### src/rtl/serial_wide_adder.sv
// Byte-serial WIDTH-bit adder with valid/ready handshakes on both sides.
// One byte per clock, LSB first, ripple carry held in a register between bytes.
`timescale 1ns/1ps
module serial_wide_adder #(
  parameter int WIDTH = 32
) (
  input  logic             clk,
  input  logic             rst_n,
  input  logic             in_valid,
  output logic             in_ready,
  input  logic [WIDTH-1:0] a,
  input  logic [WIDTH-1:0] b,
  input  logic             cin,
  output logic             out_valid,
  input  logic             out_ready,
  output logic [WIDTH-1:0] sum,
  output logic             cout,
  output logic             ovf,
  output logic             busy
);

  localparam int NB = WIDTH / 8;
  localparam int IW = (NB > 1) ? $clog2(NB) : 1;

  typedef enum logic [1:0] {IDLE, ADD, DONE} state_t;

  state_t          state_reg, state_next;
  logic [WIDTH-1:0] a_reg, b_reg;
  logic            carry_reg;
  logic [IW-1:0]   idx_reg;
  logic [7:0]      sum_bytes_reg [NB];
  logic            cout_reg, ovf_reg;

  logic [7:0]      a_bytes [NB];
  logic [7:0]      b_bytes [NB];
  logic [8:0]      byte_sum;
  logic            last_byte;
  logic            msb_carry_in;

  genvar gi;
  generate
    for (gi = 0; gi < NB; gi++) begin : gen_bytes
      assign a_bytes[gi]        = a_reg[8*gi +: 8];
      assign b_bytes[gi]        = b_reg[8*gi +: 8];
      assign sum[8*gi +: 8]     = sum_bytes_reg[gi];
    end
  endgenerate

  assign byte_sum  = {1'b0, a_bytes[idx_reg]} + {1'b0, b_bytes[idx_reg]} + {8'd0, carry_reg};
  assign last_byte = (idx_reg == IW'(NB - 1));
  // Carry into the MSB recovered from the sum bit: s7 = a7 ^ b7 ^ c7.
  assign msb_carry_in = a_bytes[idx_reg][7] ^ b_bytes[idx_reg][7] ^ byte_sum[7];

  assign cout = cout_reg;
  assign ovf  = ovf_reg;

  always_ff @(posedge clk or negedge rst_n) begin
    if (!rst_n) state_reg <= IDLE;
    else        state_reg <= state_next;
  end

  always_comb begin
    state_next = state_reg;
    in_ready   = 1'b0;
    out_valid  = 1'b0;
    busy       = 1'b0;
    case (state_reg)
      IDLE: begin
        in_ready = 1'b1;
        if (in_valid) state_next = ADD;
      end
      ADD: begin
        busy = 1'b1;
        if (last_byte) state_next = DONE;
      end
      DONE: begin
        out_valid = 1'b1;
        if (out_ready) state_next = IDLE;
      end
      default: state_next = IDLE;
    endcase
  end

  always_ff @(posedge clk or negedge rst_n) begin
    if (!rst_n) begin
      a_reg     <= '0;
      b_reg     <= '0;
      carry_reg <= 1'b0;
      idx_reg   <= '0;
      cout_reg  <= 1'b0;
      ovf_reg   <= 1'b0;
      for (int i = 0; i < NB; i++) sum_bytes_reg[i] <= 8'd0;
    end else begin
      case (state_reg)
        IDLE: begin
          if (in_valid) begin
            a_reg     <= a;
            b_reg     <= b;
            carry_reg <= cin;
            idx_reg   <= '0;
          end
        end
        ADD: begin
          sum_bytes_reg[idx_reg] <= byte_sum[7:0];
          carry_reg              <= byte_sum[8];
          idx_reg                <= idx_reg + 1'b1;
          if (last_byte) begin
            cout_reg <= byte_sum[8];
            ovf_reg  <= msb_carry_in ^ byte_sum[8];
            idx_reg  <= '0;
          end
        end
        default: ;
      endcase
    end
  end

endmodule
### config.mk
export PLATFORM = sky130hd
export DESIGN_NAME = serial_wide_adder
export DESIGN_NICKNAME = d
export VERILOG_FILES = /design/src/rtl/serial_wide_adder.sv
export SDC_FILE = /design/constraint.sdc
export NUM_CORES = 1
export LEC_CHECK = 0
export ABC_AREA = 1
export CORE_ASPECT_RATIO = 1.2
export CORE_MARGIN = 2
export CORE_UTILIZATION = 47
export CTS_BUF_LIST = sky130_fd_sc_hd__clkbuf_4 sky130_fd_sc_hd__clkbuf_8 sky130_fd_sc_hd__clkbuf_16
export CTS_CLUSTER_SIZE = 12
export DETAILED_ROUTE_END_ITERATION = 8
export GPL_TIMING_DRIVEN = 1
export PLACE_DENSITY = 0.75
export SYNTH_ARGS = -nofsm -noshare
export SYNTH_HDL_FRONTEND = slang
export SYNTH_SLANG_ARGS = --single-unit
export TNS_END_PERCENT = 1
### constraint.sdc
create_clock -name clk -period 7.17 [get_ports clk]
set_input_delay 2.151 -clock clk [delete_from_list [all_inputs] [get_ports clk]]
set_output_delay 2.151 -clock clk [all_outputs]
set_load 0.05 [all_outputs]
==> results of run 1 <==
==> routing by layer <==
metal / up-vias / global-route usage / routed length, um
li1: 2056 / - / -
met1: 1976 / 0.277 / 4770
met2: 152 / 0.369 / 5790
met3: 14 / 0.0369 / 644
met4: 0 / 0.0695 / 225
met5: - / 0 / 0
==> logic make-up after synthesis <==
family | share of synthesized area
adder cells (fa/ha/maj) | 0.0370
XOR/XNOR | 0.00548
buffers and inverters | 0.0566
AND/OR/NAND/NOR | 0.286
AO/OA/AOI/OAI | 0.0782
flip-flops | 0.537
==> per-stage QoR <==
step | utilization | area, um2
6_report | 0.619 | 6170
5_1_grt | 0.619 | 6170
4_1_cts | 0.619 | 6170
3_5_place_dp | 0.587 | 5850
3_3_place_gp | 0.587 | 5850
2_1_floorplan | - | 4800
==> path summary, 6_finish.rpt <==
path	startpoint	endpoint	cells past startpoint
min reg2reg	sum[21]	sum[21]	2
min in group asynchronous	rst_n	sum[1]	1
min	sum[21]	sum[21]	2
max	in_valid	b_reg[10]	5
max reg2reg	idx_reg[0]	sum[28]	11
max in group asynchronous	rst_n	a_reg[9]	2
==> synth_stat cells, types with 4 or more instances <==
master,number
sky130_fd_sc_hd__o22ai_1,16
sky130_fd_sc_hd__buf_4,7
sky130_fd_sc_hd__inv_1,23
sky130_fd_sc_hd__buf_2,8
sky130_fd_sc_hd__nand3_1,19
sky130_fd_sc_hd__dfrtp_1,103
sky130_fd_sc_hd__inv_2,4
sky130_fd_sc_hd__o21ai_0,47
sky130_fd_sc_hd__nor2_1,38
sky130_fd_sc_hd__clkbuf_1,8
sky130_fd_sc_hd__nand2_1,286
sky130_fd_sc_hd__ha_1,11
==> tightest hold or removal path: cells and delay by family (launching register included) <==
kind,cells,cell delay [ns]
flip-flops,1,0.34
AND/OR/NAND/NOR,2,0.10
==> final cells by class <==
| cell class | instances | area (um2) | area share |
|---|---|---|---|
| clock buffer | 11 | 253 | 0.0410 |
| clock inverter | 3 | 67.6 | 0.0110 |
| inverter | 27 | 101 | 0.0164 |
| multi-input combinational | 437 | 1950 | 0.316 |
| sequential | 103 | 2580 | 0.418 |
| tap | 126 | 158 | 0.0256 |
| timing repair buffer | 107 | 1060 | 0.172 |
==> out/summary.txt, run 1 <==
=================================================================================================
Run status                                                                           finished, final reports clean
Iteration-0 DRC count of the detailed router                                                  259
ANT cells                                                                                       0
CP required                                                                               7.45 ns
Effective utilization at floorplan                                                          0.482
Type of origin of the critical path                                                  primary input
DRC Markers                                                                                     0
Synth top area share                                                                        0.537
Data arrival at the endpoint of the critical path                                         4.70 ns
Mapped cell area                                                                         4800 um2
Worst-margin pin slew                                                                     1.21 ns
Maximum frequency from static timing analysis                                             226 MHz
Routed Wire Length                                                                        11.4 mm
CTS sink count                                                                                103
Dominant delay contributor by cell family on the critical path                       buffers and inverters
Insertion delay to the later sink of the worst-skew pair                                  0.34 ns
CTS HTree Levels                                                                                3
Clock tree root driver cell                                                          sky130_fd_sc_hd__clkbuf_16
Number of distinct library cell variants in the gate-level netlist after synthesis             25
Buf+Inv Stages, Crit Path                                                                       2
Post-synthesis register bit count                                                             103
Sequential cell area fraction in the yosys report                                           0.537
Count of flip-flops with a built-in enable after synthesis                                      0
Most common cell type on the critical path                                           sky130_fd_sc_hd__nand2_1
IO Port Bufs                                                                                  105
Total number of vias                                                                         4198
Fin Setup TNS                                                                                0 ns
Worst-case clock skew                                                                  0.00658 ns
Number of instances in the synthesized netlist                                                594
TritonCTS clock tree                                                                          yes
Total die area                                                                          11000 um2
Count of instances resized after the clock tree is built                                        0
Number of fillers in the final layout                                                         885
Final-report hold violation count                                                               0
Time the worst path needs with I/O delays and setup                                       4.42 ns
Worst Setup Path Type                                                                primary input to flop
Maximum clock insertion buffer count                                                            2
IO Count                                                                                      106
Horiz. Die Dim                                                                            96.2 um
Number of nets still failing antenna checks after routing                                       0
Critical path's largest stage delay                                                       1.11 ns
Post-Place Worst Slack                                                                    2.36 ns
Worst Hold Class                                                                     flop to flop
Ranking of synthesized cells by area                                                 sky130_fd_sc_hd__dfrtp_1 54%, sky130_fd_sc_hd__nand2_1 22%, sky130_fd_sc_hd__o21ai_0 4.9%, sky130_fd_sc_hd__nor2_1 3.0%, sky130_fd_sc_hd__ha_1 2.9%
Most used cells in the layout excluding fill and tap cells                           286 x sky130_fd_sc_hd__nand2_1, 104 x sky130_fd_sc_hd__clkdlybuf4s50_1, 103 x sky130_fd_sc_hd__dfrtp_1, 47 x sky130_fd_sc_hd__o21ai_0, 38 x sky130_fd_sc_hd__nor2_1
Post-Route Hold Slack                                                                    0.477 ns
Synth async-reset ratio                                                                      1.00
Layout cell share with drive strength beyond 1                                             0.0378
Cts bufs inserted                                                                               9
CP max FO                                                                                      68
Number of instances in the placed design                                                      800
Synthesized area per cell                                                                8.08 um2
Vias in the first global route                                                               3996
Setup repair after global routing missed its margin                                         false
Period utilization                                                                          0.616
Non-filler instance count after layout                                                        814
Number of hold buffers added after CTS                                                          0
Minimum setup slack among reg-to-reg paths                                                3.67 ns
First-pass iteration count of the detailed router                                               5
GR Overflow Total                                                                               0
Slew headroom                                                                               0.190
Element type at the critical path end                                                        flop
Final number of setup-violating endpoints                                                       0
Total number of placement rows                                                                 40
Average routed wire per standard cell                                                     14.0 um
Average via count per standard cell                                                          5.16
Final Slew Violations                                                                           0
Pin count of the biggest net entering global routing                                           69
Height of the die                                                                          115 um
Leading register cell type out of synthesis                                          sky130_fd_sc_hd__dfrtp_1
Initial antenna violation count                                                                 0
Least setup slack across all paths after layout                                           2.75 ns
Cell breakdown of the critical path                                                  clkdlybuf4s50_1 > nand2_2 > inv_2 > nand2_1 > nand2_1
Final HPWL DP                                                                             8.08 mm
Post-synth top area cell                                                             sky130_fd_sc_hd__dfrtp_1
Global-route wire length before repair                                                    18.4 mm
Synthesis warning total                                                                         0
Max-Cap Viols                                                                                   0
# Post-CTS Setup Buffers                                                                        0
Area of the core                                                                         9960 um2
CTS clk-pin slew, worst paths                                                             0.06 ns
Most frequent standard cell in the layout excluding fill and tap cells               sky130_fd_sc_hd__nand2_1
GRT Util Overall                                                                            0.216
Standard cell with the maximum stage delay on the critical path                      sky130_fd_sc_hd__inv_2
Number of nets in the finished design                                                         767
Post-synthesis net count                                                                      676
RD Place Congestion                                                                         0.876
Area Growth Syn to Fin                                                                      28.6%
=================================================================================================
Power of run 1 is not shown: default switching activity piles up to over one toggle a cycle in this logic, so the estimate is an artifact.
==> run 2: changes to the inputs <==
==> constraint.sdc (replaced) <==
create_clock -name clk -period 4.5 [get_ports clk]
set_input_delay 1.35 -clock clk [delete_from_list [all_inputs] [get_ports clk]]
set_output_delay 1.35 -clock clk [all_outputs]
set_load 0.05 [all_outputs]
==> out/summary.txt, run 2 (synthesis results as in run 1) <==
=====================================================================================
Run status                                                               finished, final reports clean
Number of hold buffers added after CTS                                              0
Register Area                                                                2580 um2
Number of instances in the placed design                                          801
Initial antenna violation count                                                     0
Area Growth Syn to Fin                                                          28.0%
Data arrival at the endpoint of the critical path                             1.89 ns
Final HPWL DP                                                                 8.14 mm
Total die area                                                              11000 um2
Max-Cap Viols                                                                       0
CP max FO                                                                           8
Fin Setup TNS                                                                    0 ns
Height of the die                                                              115 um
Iteration-0 DRC count of the detailed router                                      236
Worst Hold Class                                                         flop to flop
Post-Route Hold Slack                                                        0.475 ns
Routed Wire Length                                                            11.3 mm
Buf+Inv Stages, Crit Path                                                           3
Number of fillers in the final layout                                             877
GR Overflow Total                                                                   0
Count of instances resized after the clock tree is built                            0
Maximum frequency from static timing analysis                                 309 MHz
Dominant delay contributor by cell family on the critical path           buffers and inverters
Worst-case clock skew                                                      0.00827 ns
Element type at the critical path end                                    primary output
Worst Setup Path Type                                                    flop to primary output
Area of the core                                                             9960 um2
Time the worst path needs with I/O delays and setup                           3.24 ns
Clock tree root driver cell                                              sky130_fd_sc_hd__clkbuf_16
Instance area at placement                                                   5860 um2
Final Slew Violations                                                               0
First-pass iteration count of the detailed router                                   4
Setup repair after global routing missed its margin                             false
CP required                                                                   3.15 ns
Worst-margin pin slew                                                        0.995 ns
Most used cells in the layout excluding fill and tap cells               286 x sky130_fd_sc_hd__nand2_1, 104 x sky130_fd_sc_hd__clkdlybuf4s50_1, 103 x sky130_fd_sc_hd__dfrtp_1, 47 x sky130_fd_sc_hd__o21ai_0, 38 x sky130_fd_sc_hd__nor2_1
Cell breakdown of the critical path                                      inv_2 > nand2_2 > inv_2 > clkdlybuf4s50_1
Average via count per standard cell                                              5.10
IO Count                                                                          106
ANT cells                                                                           0
Total area of multi-input combinational cells                                1950 um2
Layout cell share with drive strength beyond 1                                 0.0392
DRC Markers                                                                         0
CTS clk-pin slew, worst paths                                                 0.07 ns
Critical path's largest stage delay                                           0.83 ns
Period utilization                                                              0.720
Final-report hold violation count                                                   0
WP depth                                                                            4
Type of origin of the critical path                                              flop
Non-filler instance count after layout                                            815
Final Instance Area                                                          6140 um2
CTS HTree Levels                                                                    3
Count of cells along the worst register-to-register path                           11
Final number of setup-violating endpoints                                           0
Most frequent standard cell in the layout excluding fill and tap cells   sky130_fd_sc_hd__nand2_1
Maximum clock insertion buffer count                                                2
Effective utilization at floorplan                                              0.482
Pin count of the biggest net entering global routing                               81
Standard cell with the maximum stage delay on the critical path          sky130_fd_sc_hd__clkdlybuf4s50_1
Global-route wire length before repair                                        18.8 mm
CTS sink count                                                                    103
IO Port Bufs                                                                      105
Insertion delay to the later sink of the worst-skew pair                      0.34 ns
Horiz. Die Dim                                                                96.2 um
Number of nets in the finished design                                             768
RD Place Congestion                                                             0.903
Total number of placement rows                                                     40
Cts bufs inserted                                                                   9
Vias in the first global route                                                   4060
Slew headroom                                                                   0.337
TritonCTS clock tree                                                              yes
# Post-CTS Setup Buffers                                                            0
Most common cell type on the critical path                               sky130_fd_sc_hd__inv_2
Hold Crit Depth                                                                     2
Average routed wire per standard cell                                         13.9 um
GRT Util Overall                                                                0.219
Total number of vias                                                             4159
Number of nets still failing antenna checks after routing                           0
=====================================================================================
==> run 2: cell types whose count changed in the layout (fill, tap and decap cells not counted), sizes merged <==
| cell | previous run | this run |
|---|---|---|
| bufinv | 2 | 1 |
| inv | 27 | 28 |
| buf | 3 | 4 |
| clkbuf | 11 | 9 |
| clkinv | 0 | 2 |
==> run 2: worst paths after layout <==
check,start,endpoint,slack [ns]
max,state_reg[1],busy,1.26
min reg2reg,a_reg[9],a_reg[9],0.48
min,a_reg[9],a_reg[9],0.48
min in group asynchronous,rst_n,sum[27],1.17
max in group asynchronous,rst_n,b_reg[7],2.46
max reg2reg,idx_reg[0],sum[4],1.28
==> run 2: stage by stage <==
step                       util  worst slack, ns
final                     0.617             1.26
after global routing      0.617            0.939
after CTS                 0.617             1.25
after detailed placement  0.588             1.35
after global placement    0.588             1.49
after floorplan               -             2.06
==> run 2: routing by layer <==
| metal | vias up | global-route usage | wire length [um] |
|---|---|---|---|
| met2 | 137 | 0.367 | 5610 |
| met3 | 26 | 0.0323 | 551 |
| met1 | 1939 | 0.285 | 4850 |
| li1 | 2057 | - | - |
| met5 | - | 0 | 0 |
| met4 | 0 | 0.0838 | 328 |
==> run 2: worst register-to-register path, delay by kind of cell (launching register included) <==
kind | cells | cell delay [ns]
AO/OA/AOI/OAI | 3 | 0.57
XOR/XNOR | 1 | 0.24
adder cells (fa/ha/maj) | 2 | 0.87
buffers and inverters | 2 | 0.81
flip-flops | 1 | 0.32
AND/OR/NAND/NOR | 3 | 0.26
==> run 2: cell type report <==
cell class	instances	share of cell area
multi-input cells	437	0.317
well taps	126	0.0257
clock inverters	5	0.00978
inverters	27	0.0165
clock buffers	9	0.0367
repair buffers	108	0.174
flip-flops and latches	103	0.420
Power of run 2 is left out for the same reason.
